`src/rtl/spi_dual_tx_arbiter.sv`:
```
// Round-robin arbiter sharing one SPI-style mode-0 serialiser between two word requesters.
// Each channel keeps its own CS/SCLK/SDO pins; only the granted channel leaves its idle levels.
module spi_dual_tx_arbiter #(
  parameter int DATA_W   = 16,
  parameter int CLK_DIV  = 4,
  parameter int CS_SETUP = 2,
  parameter int CS_HOLD  = 2,
  parameter int IDLE_GAP = 2
) (
  input  logic              CLK_IN,
  input  logic              RST_N,
  input  logic              REQ1,
  input  logic [DATA_W-1:0] DATA1,
  output logic              ACK1,
  input  logic              REQ2,
  input  logic [DATA_W-1:0] DATA2,
  output logic              ACK2,
  output logic              BUSY,
  output logic              CS1,
  output logic              SCLK1,
  output logic              SDO1,
  output logic              CS2,
  output logic              SCLK2,
  output logic              SDO2
);

  localparam int GAP_N  = (IDLE_GAP > 0) ? IDLE_GAP : 1;
  localparam int PH_MAX = (CS_SETUP > CS_HOLD) ? ((CS_SETUP > GAP_N) ? CS_SETUP : GAP_N)
                                               : ((CS_HOLD > GAP_N) ? CS_HOLD : GAP_N);
  localparam int PH_W   = (PH_MAX > 1) ? $clog2(PH_MAX) : 1;
  localparam int DIV_W  = (CLK_DIV > 1) ? $clog2(CLK_DIV) : 1;
  localparam int HALF_W = (DATA_W > 1) ? $clog2(2 * DATA_W) : 1;

  localparam logic [PH_W-1:0]   SETUP_LAST = PH_W'(CS_SETUP - 1);
  localparam logic [PH_W-1:0]   HOLD_LAST  = PH_W'(CS_HOLD - 1);
  localparam logic [PH_W-1:0]   GAP_LAST   = PH_W'(GAP_N - 1);
  localparam logic [DIV_W-1:0]  DIV_LAST   = DIV_W'(CLK_DIV - 1);
  localparam logic [HALF_W-1:0] HALF_LAST  = HALF_W'(2 * DATA_W - 1);

  typedef enum logic [2:0] {
    IDLE  = 3'd0,
    SETUP = 3'd1,
    SHIFT = 3'd2,
    HOLD  = 3'd3,
    GAP   = 3'd4
  } state_t;

  state_t              state_r;
  logic                gnt_r;         // 0: channel 1, 1: channel 2
  logic                last_grant_r;  // same encoding; resets to channel 2
  logic [DATA_W-1:0]   shreg_r;
  logic [DATA_W-1:0]   shifted_s;
  logic [PH_W-1:0]     ph_cnt_r;
  logic [DIV_W-1:0]    div_cnt_r;
  logic [HALF_W-1:0]   half_cnt_r;
  logic                pick_valid_s;
  logic                pick_s;

  assign shifted_s = shreg_r << 1;

  // Round-robin choice among the currently raised requests
  always_comb begin
    pick_valid_s = REQ1 | REQ2;
    if (REQ1 && REQ2) begin
      pick_s = ~last_grant_r;
    end else if (REQ2) begin
      pick_s = 1'b1;
    end else begin
      pick_s = 1'b0;
    end
  end

  // Frame sequencer; every pin is driven straight from this register set
  always_ff @(posedge CLK_IN or negedge RST_N) begin
    if (!RST_N) begin
      state_r      <= IDLE;
      gnt_r        <= 1'b0;
      last_grant_r <= 1'b1;
      shreg_r      <= '0;
      ph_cnt_r     <= '0;
      div_cnt_r    <= '0;
      half_cnt_r   <= '0;
      ACK1         <= 1'b0;
      ACK2         <= 1'b0;
      BUSY         <= 1'b0;
      CS1          <= 1'b1;
      SCLK1        <= 1'b0;
      SDO1         <= 1'b0;
      CS2          <= 1'b1;
      SCLK2        <= 1'b0;
      SDO2         <= 1'b0;
    end else begin
      ACK1 <= 1'b0;
      ACK2 <= 1'b0;
      case (state_r)
        IDLE: begin
          if (pick_valid_s) begin
            gnt_r        <= pick_s;
            last_grant_r <= pick_s;
            shreg_r      <= pick_s ? DATA2 : DATA1;
            ACK1         <= ~pick_s;
            ACK2         <= pick_s;
            BUSY         <= 1'b1;
            CS1          <= pick_s;
            CS2          <= ~pick_s;
            SDO1         <= ~pick_s & DATA1[DATA_W-1];
            SDO2         <= pick_s & DATA2[DATA_W-1];
            ph_cnt_r     <= '0;
            state_r      <= SETUP;
          end
        end
        SETUP: begin
          if (ph_cnt_r == SETUP_LAST) begin
            ph_cnt_r   <= '0;
            div_cnt_r  <= '0;
            half_cnt_r <= '0;
            state_r    <= SHIFT;
          end else begin
            ph_cnt_r <= ph_cnt_r + 1'b1;
          end
        end
        SHIFT: begin
          if (div_cnt_r == DIV_LAST) begin
            div_cnt_r <= '0;
            // even half-periods end on a rising edge, odd ones on a falling edge
            SCLK1 <= ~gnt_r & ~half_cnt_r[0];
            SCLK2 <= gnt_r & ~half_cnt_r[0];
            if (half_cnt_r == HALF_LAST) begin
              half_cnt_r <= '0;
              ph_cnt_r   <= '0;
              state_r    <= HOLD;
            end else begin
              half_cnt_r <= half_cnt_r + 1'b1;
              if (half_cnt_r[0]) begin
                shreg_r <= shifted_s;
                SDO1    <= ~gnt_r & shifted_s[DATA_W-1];
                SDO2    <= gnt_r & shifted_s[DATA_W-1];
              end
            end
          end else begin
            div_cnt_r <= div_cnt_r + 1'b1;
          end
        end
        HOLD: begin
          if (ph_cnt_r == HOLD_LAST) begin
            ph_cnt_r <= '0;
            CS1      <= 1'b1;
            CS2      <= 1'b1;
            SDO1     <= 1'b0;
            SDO2     <= 1'b0;
            if (IDLE_GAP == 0) begin
              BUSY    <= 1'b0;
              state_r <= IDLE;
            end else begin
              state_r <= GAP;
            end
          end else begin
            ph_cnt_r <= ph_cnt_r + 1'b1;
          end
        end
        GAP: begin
          if (ph_cnt_r == GAP_LAST) begin
            ph_cnt_r <= '0;
            BUSY     <= 1'b0;
            state_r  <= IDLE;
          end else begin
            ph_cnt_r <= ph_cnt_r + 1'b1;
          end
        end
        default: begin
          state_r <= IDLE;
          BUSY    <= 1'b0;
          CS1     <= 1'b1;
          SCLK1   <= 1'b0;
          SDO1    <= 1'b0;
          CS2     <= 1'b1;
          SCLK2   <= 1'b0;
          SDO2    <= 1'b0;
        end
      endcase
    end
  end

endmodule

```
`config.mk`:
```
export PLATFORM = sky130hd
export DESIGN_NAME = spi_dual_tx_arbiter
export DESIGN_NICKNAME = d
export VERILOG_FILES = /design/src/rtl/spi_dual_tx_arbiter.sv
export SDC_FILE = /design/constraint.sdc
export NUM_CORES = 1
export LEC_CHECK = 0
export CAP_MARGIN = 25
export CORE_MARGIN = 5
export CORE_UTILIZATION = 39
export CTS_CLUSTER_DIAMETER = 200
export DETAILED_ROUTE_END_ITERATION = 12
export GPL_ROUTABILITY_DRIVEN = 0
export RECOVER_POWER = 100
export SLEW_MARGIN = 20
export SYNTH_ARGS = -nofsm -noshare
export SYNTH_HDL_FRONTEND = slang
export SYNTH_SLANG_ARGS = --single-unit
```
`constraint.sdc`:
```
create_clock -name CLK_IN -period 2.5 [get_ports CLK_IN]
set_input_delay 0.5 -clock CLK_IN [delete_from_list [all_inputs] [get_ports CLK_IN]]
set_output_delay 0.5 -clock CLK_IN [all_outputs]
set_load 0.01 [all_outputs]
```
==> results.sh, run 1 <==
export IMPL_max_cap_violations=1
export IMPL_final_cell_mix="dfrtp_1 (34), clkdlybuf4s50_1 (33), nand2_1 (30)"
export IMPL_die_area_um2=6730
export IMPL_r2r_cells=7
export IMPL_rsz0062_at_grt="no"
export IMPL_synth_area_top_cells="dfrtp_1 (42%), o31ai_1 (5.9%), nand2_1 (5.6%), a211oi_1 (5.2%), and2_1 (4.6%)"
export IMPL_ctsRootBufferMaster="clkbuf_8"
export IMPL_clock_latency_ns=0.29
export IMPL_synth_top_cell_area_share_pct=42.0
export IMPL_syn_nets=255
export IMPL_holdCritPathClass="flip-flop to flip-flop"
export IMPL_place_inst=317
export IMPL_grt_first_pass_wirelength_mm=8.05
export IMPL_drv_slew=38
export IMPL_avgSynthCellArea_um2=9.42
export IMPL_cts_resized=0
export IMPL_sw_frac_of_total_pct=22.1
export IMPL_synth_seq_area_share_pct=45.9
export IMPL_final_common_cell="dfrtp_1"
export IMPL_synthFlopType="dfrtp_1"
export IMPL_worst_slew_pin_slew_ns=1.99
export IMPL_switchingPower_w=0.000255
export IMPL_start_util_pct=39.9
export IMPL_fin_crit_ns=2.20
export IMPL_ys_types=46
export IMPL_drc=0
export IMPL_utilization_pct=50.8
export IMPL_path_max_fanout=30
export IMPL_max_freq_mhz=454
export IMPL_stdcell_area_um2=2580
export IMPL_grt_overflow_total=0
export IMPL_power_frac_clock_pct=37.4
export IMPL_drtPass1Iterations=4
export IMPL_syn2layout_area_growth_pct=27.3
export IMPL_powerDensity_nw_per_um2=449
export IMPL_crit_start="half_cnt_r[0]"
export IMPL_crit_path_end_kind="flip-flop"
export IMPL_seq_power_share_pct=53.5
export IMPL_clkTransAtPathRegs_ns=0.08
export IMPL_ctsHoldBuffers=0
export IMPL_reg2reg_to="shreg_r[0]"
export IMPL_leakagePower_nw=1.08
export IMPL_route_vias_total=1704
export IMPL_cts_tree="yes"
export IMPL_synth_top_cell_by_area="dfrtp_1"
export IMPL_synth_cells=215
export IMPL_violations="capacitance limit, slew limit"
export IMPL_hpwlAfterDp_mm=3.26
export IMPL_ys_ff_latch=37
export IMPL_cts_sinks=37
export IMPL_rrSetupSlack_ns=0.30
export IMPL_grt_antenna_before_repair=0
export IMPL_grt_pass1_vias=1662
export IMPL_num_antenna_cells=0
export IMPL_fp_dieW_um=82.0
export IMPL_h_tree_depth=2
export IMPL_fin_setup_tns_ns=0
export IMPL_finalCritPeriodShare_pct=88.2
export IMPL_port_buffers=44
export IMPL_skew_ns=0.00932
export IMPL_track_usage_pct=15.7
export IMPL_wire_per_inst_um=14.5
export IMPL_worstPathRequired_ns=2.69
export IMPL_synth_edf_count=0
export IMPL_drive_gt1_share_pct=7.06
export IMPL_via_per_inst=5.24
export IMPL_drtAntennaViolNets=0
export IMPL_relSlewSlack_pct=-32.8
export IMPL_cts_buffer_depth=2
export IMPL_reg2reg_from="half_cnt_r[0]"
export IMPL_start_kind="flip-flop"
export IMPL_worstPathArrival_ns=2.39
export IMPL_finalSetupViolations=0
export IMPL_hold_viol=0
export IMPL_final_instance_count_excl_fill=325
export IMPL_die_h_um=82.0
export IMPL_post_cts_buffers=0
export IMPL_vdd_drop_max_mv=0.233
export IMPL_outcome="complete, but fails checks"
export IMPL_ys_warn_count=0
export IMPL_drt_iter0_drc=89
export IMPL_io_pins=45
export IMPL_dpl_worst_slack_ns=0.220
export IMPL_post_dp_cell_area_um2=2500
export IMPL_finalWorstSetupSlack_ns=0.296
export IMPL_intPower_w=0.000901
export IMPL_crit_path_end="shreg_r[0]"
export IMPL_combPwrFrac_pct=9.0
export IMPL_syn_area_um2=2020
export IMPL_async_flop_share_pct=100
export IMPL_cts_buffers_inserted=5
export IMPL_core_region_area_um2=5070
export IMPL_critPathKind="flip-flop to flip-flop"
export IMPL_rows=26
export IMPL_fin_nets=294
export IMPL_grt_max_degree=38
export IMPL_wirelength_mm=4.72
how the worst min path moves through the flow:
stage                 from     endpoint  cells after the start
3_5_place_dp    shreg_r[1]   shreg_r[1]                      2
3_3_place_gp   shreg_r[14]  shreg_r[14]                      2
6_report       shreg_r[14]  shreg_r[14]                      2
5_1_grt         shreg_r[1]   shreg_r[1]                      2
2_1_floorplan        RST_N         ACK1                      0
4_1_cts              RST_N   state_r[1]                      1
routing by layer:
metal  global-route usage, %  part of all wire, %
met5                       0                    0
met4                    4.98                 0.93
met3                    3.40                  3.7
met2                    25.4                   47
met1                    21.0                   49
stage by stage:
step                      power, W  hold WS (ns)
after detailed placement  0.000739         0.468
after global placement    0.000738         0.462
after CTS                  0.00118         0.327
after floorplan           0.000660         0.204
final                      0.00116         0.479
after global routing       0.00121         0.505
worst max-delay path, stage by stage, from the launching register on:
cell and delay [ns]:
dfrtp_1 0.44, ha_1 0.24, and3_1 0.20, ha_1 0.22, nand4b_1 0.18, a211o_1 0.32
buf_4 0.22, o31ai_1 0.27
synthesized netlist by cell type (2+ instances only):
cell,n
a32o_1,2
o31ai_1,16
a22o_1,2
nor3_1,5
o21ai_1,2
dfrtp_1,34
nand2_1,30
o22ai_1,2
nand2b_1,3
a211oi_1,14
a31oi_1,2
a21oi_1,3
a21boi_0,2
buf_2,8
o21ai_0,6
ha_1,4
nand3_1,4
dfstp_2,3
nor3b_2,2
and2_1,15
a211o_1,2
nand3b_1,2
mux2_2,3
clkbuf_1,6
a21o_1,3
nor2_1,20
state kept, by name (all words and copies together), names as in the netlist:
signal,cells
state_r,3
SCLK2,1
SDO1,1
div_cnt_r,2
CS1,1
ACK2,1
ACK1,1
half_cnt_r,5
ph_cnt_r,1
CS2,1
SCLK1,1
last_grant_r,1
BUSY,1
SDO2,1
gnt_r,1
shreg_r,15
power groups by stage:
stage	clock network [W]	registers (W)	logic [W]
2_1_floorplan	0	0.000629	0.0000306
3_3_place_gp	0	0.000630	0.000107
3_5_place_dp	0	0.000630	0.000109
4_1_cts	0.000450	0.000619	0.000109
5_1_grt	0.000469	0.000621	0.000116
6_report	0.000433	0.000619	0.000105
cell families after synthesis:
family                     Yosys count  synth area share [%]
and+or+nand+nor                     87                  21.5
muxes                                4                  2.16
xor gates and xnor gates             1                 0.433
AOI/OAI and AO/OA                   64                  23.1
buffers and inverters               18                  4.39
adders and majority gates            4                  2.47
DFF                                 37                  45.9
cell type report:
type,count,area (um2)
Clock buffer,8,90.1
Fill cell,517,2500
Inverter,1,3.75
Multi-Input combinational cell,160,996
Sequential cell,37,930
Tap cell,70,87.6
Timing Repair Buffer,49,469
(Power assumes the default switching activity.)
==> run 2: changes to the inputs <==
--- a/config.mk
+++ b/config.mk
@@ -11,6 +11,7 @@
 export CTS_CLUSTER_DIAMETER = 200
 export DETAILED_ROUTE_END_ITERATION = 12
 export GPL_ROUTABILITY_DRIVEN = 0
+export MAX_ROUTING_LAYER = met4
 export RECOVER_POWER = 100
 export SLEW_MARGIN = 20
 export SYNTH_ARGS = -nofsm -noshare
==> results.sh, run 2 (synthesis results as in run 1) <==
export IMPL_outcome="complete, but fails checks"
export IMPL_violations="capacitance limit, slew limit"
export IMPL_hp_start="shreg_r[12]"
export IMPL_max_cap_violations=1
export IMPL_path_common_cell="ha_1"
export IMPL_final_common_cell="dfrtp_1"
export IMPL_worstPathRequired_ns=2.68
export IMPL_clkTransAtPathRegs_ns=0.08
export IMPL_dpl_worst_slack_ns=0.220
export IMPL_utilization_pct=50.8
export IMPL_die_h_um=82.0
export IMPL_leakagePower_nw=1.08
export IMPL_drc=0
export IMPL_post_dp_cell_area_um2=2500
export IMPL_vdd_drop_max_mv=0.232
export IMPL_clock_latency_ns=0.29
export IMPL_finalCritPeriodShare_pct=88.1
export IMPL_r2r_cells=7
export IMPL_cp_num_buf_inv=1
export IMPL_crit_path_end_kind="flip-flop"
export IMPL_hpwlAfterDp_mm=3.26
export IMPL_skew_ns=0.00951
export IMPL_max_stage_delay_ns=0.44
export IMPL_reg2reg_from="half_cnt_r[0]"
export IMPL_fin_crit_ns=2.20
export IMPL_top_regs="shreg_r (15), half_cnt_r (5), state_r (3)"
export IMPL_fin_nets=294
export IMPL_powerDensity_nw_per_um2=449
export IMPL_grt_first_pass_wirelength_mm=8.07
export IMPL_syn2layout_area_growth_pct=27.3
export IMPL_fp_dieW_um=82.0
export IMPL_worstPathArrival_ns=2.39
export IMPL_final_cell_mix="dfrtp_1 (34), clkdlybuf4s50_1 (33), nand2_1 (30)"
export IMPL_die_area_um2=6730
export IMPL_route_vias_total=1735
export IMPL_grt_overflow_total=0
export IMPL_finalWorstSetupSlack_ns=0.297
export IMPL_max_freq_mhz=454
export IMPL_hold_path_cell_count=2
export IMPL_cp_top_family="compound AO/OA/AOI/OAI gates"
export IMPL_path_max_fanout=30
export IMPL_via_per_inst=5.34
export IMPL_relSlewSlack_pct=-31.3
export IMPL_start_kind="flip-flop"
export IMPL_drtPass1Iterations=4
export IMPL_worst_slew_pin_slew_ns=1.97
export IMPL_grt_antenna_before_repair=0
export IMPL_drt_iter0_drc=86
export IMPL_critPathKind="flip-flop to flip-flop"
export IMPL_io_pins=45
export IMPL_ctsRootBufferMaster="clkbuf_8"
export IMPL_rows=26
export IMPL_fillers=517
export IMPL_grt_max_degree=38
export IMPL_port_buffers=44
export IMPL_reg2reg_to="shreg_r[0]"
export IMPL_holdCritPathClass="flip-flop to flip-flop"
export IMPL_num_antenna_cells=0
export IMPL_rsz0062_at_grt="no"
export IMPL_crit_chain="ha_1, and3_1, ha_1, nand4b_1, a211o_1, buf_4, o31ai_1"
export IMPL_start_util_pct=39.9
export IMPL_track_usage_pct=16.2
export IMPL_stdcell_area_um2=2580
export IMPL_rrSetupSlack_ns=0.30
export IMPL_cts_resized=0
export IMPL_hold_viol=0
export IMPL_wirelength_mm=4.73
export IMPL_drv_slew=38
export IMPL_wire_per_inst_um=14.5
export IMPL_finalSetupViolations=0
export IMPL_drive_gt1_share_pct=7.06
export IMPL_grt_pass1_vias=1664
export IMPL_cts_buffers_inserted=5
export IMPL_cts_buffer_depth=2
export IMPL_cpMaxStageDelayCell="dfrtp_1"
export IMPL_regMostFlops="shreg_r"
export IMPL_h_tree_depth=2
export IMPL_cts_tree="yes"
export IMPL_post_cts_buffers=0
export IMPL_ctsHoldBuffers=0
export IMPL_core_region_area_um2=5070
export IMPL_drtAntennaViolNets=0
export IMPL_fin_setup_tns_ns=0
export IMPL_largest_register_ffs=15
export IMPL_hold_path_end="shreg_r[12]"
export IMPL_cts_sinks=37
==> run 2: metrics by stage <==
step                total power (W)  instances  hold slack [ns]
floorplan                  0.000660        215            0.204
global placement           0.000738        317            0.462
detailed placement         0.000739        317            0.468
CTS                         0.00118        325            0.327
global route                0.00121        325            0.505
finish                      0.00116        325            0.478
==> run 2: worst max path at each step <==
stage / startpoint / endpoint / cells past startpoint
6_report: half_cnt_r[0] / shreg_r[0] / 7
2_1_floorplan: half_cnt_r[0] / shreg_r[14] / 7
5_1_grt: RST_N / shreg_r[2] / 1
3_5_place_dp: REQ2 / SDO1 / 5
3_3_place_gp: REQ2 / SDO1 / 5
4_1_cts: half_cnt_r[0] / shreg_r[0] / 7
==> run 2: layout make-up <==
| cell class | instances | area (um2) | area share [%] |
|---|---|---|---|
| clock buffer | 8 | 90.1 | 3.50 |
| tap | 70 | 87.6 | 3.40 |
| sequential | 37 | 930 | 36.1 |
| inverter | 1 | 3.75 | 0.146 |
| multi-input combinational | 160 | 996 | 38.7 |
| timing repair buffer | 49 | 469 | 18.2 |
==> run 2: report_power, final <==
| part | switching [W] | internal [W] | total, W |
|---|---|---|---|
| clock network | 0.000208 | 0.000225 | 0.000433 |
| logic | 0.0000399 | 0.0000644 | 0.000104 |
| registers | 0.00000710 | 0.000612 | 0.000619 |
==> run 2: routing by layer <==
layer	track usage, %	routed length, um	up-vias
met5	-	0	-
met4	4.98	17	0
met3	3.40	221	2
met2	25.4	2230	44
met1	21.1	2260	833
li1	-	-	856
==> run 2: tightest hold or removal path, stage by stage, from the launching register on <==
cell	delay (ns)
dfrtp_1	0.34
nand2_1	0.05
o31ai_1	0.05
==> run 3: changes to the inputs <==
--- a/config.mk
+++ b/config.mk
@@ -13,6 +13,7 @@
 export GPL_ROUTABILITY_DRIVEN = 0
 export MAX_ROUTING_LAYER = met4
 export RECOVER_POWER = 100
+export SKIP_CTS_REPAIR_TIMING = 1
 export SLEW_MARGIN = 20
 export SYNTH_ARGS = -nofsm -noshare
 export SYNTH_HDL_FRONTEND = slang
==> results of run 3 <==
Final layout, timing and power as in run 2 (identical DEF).
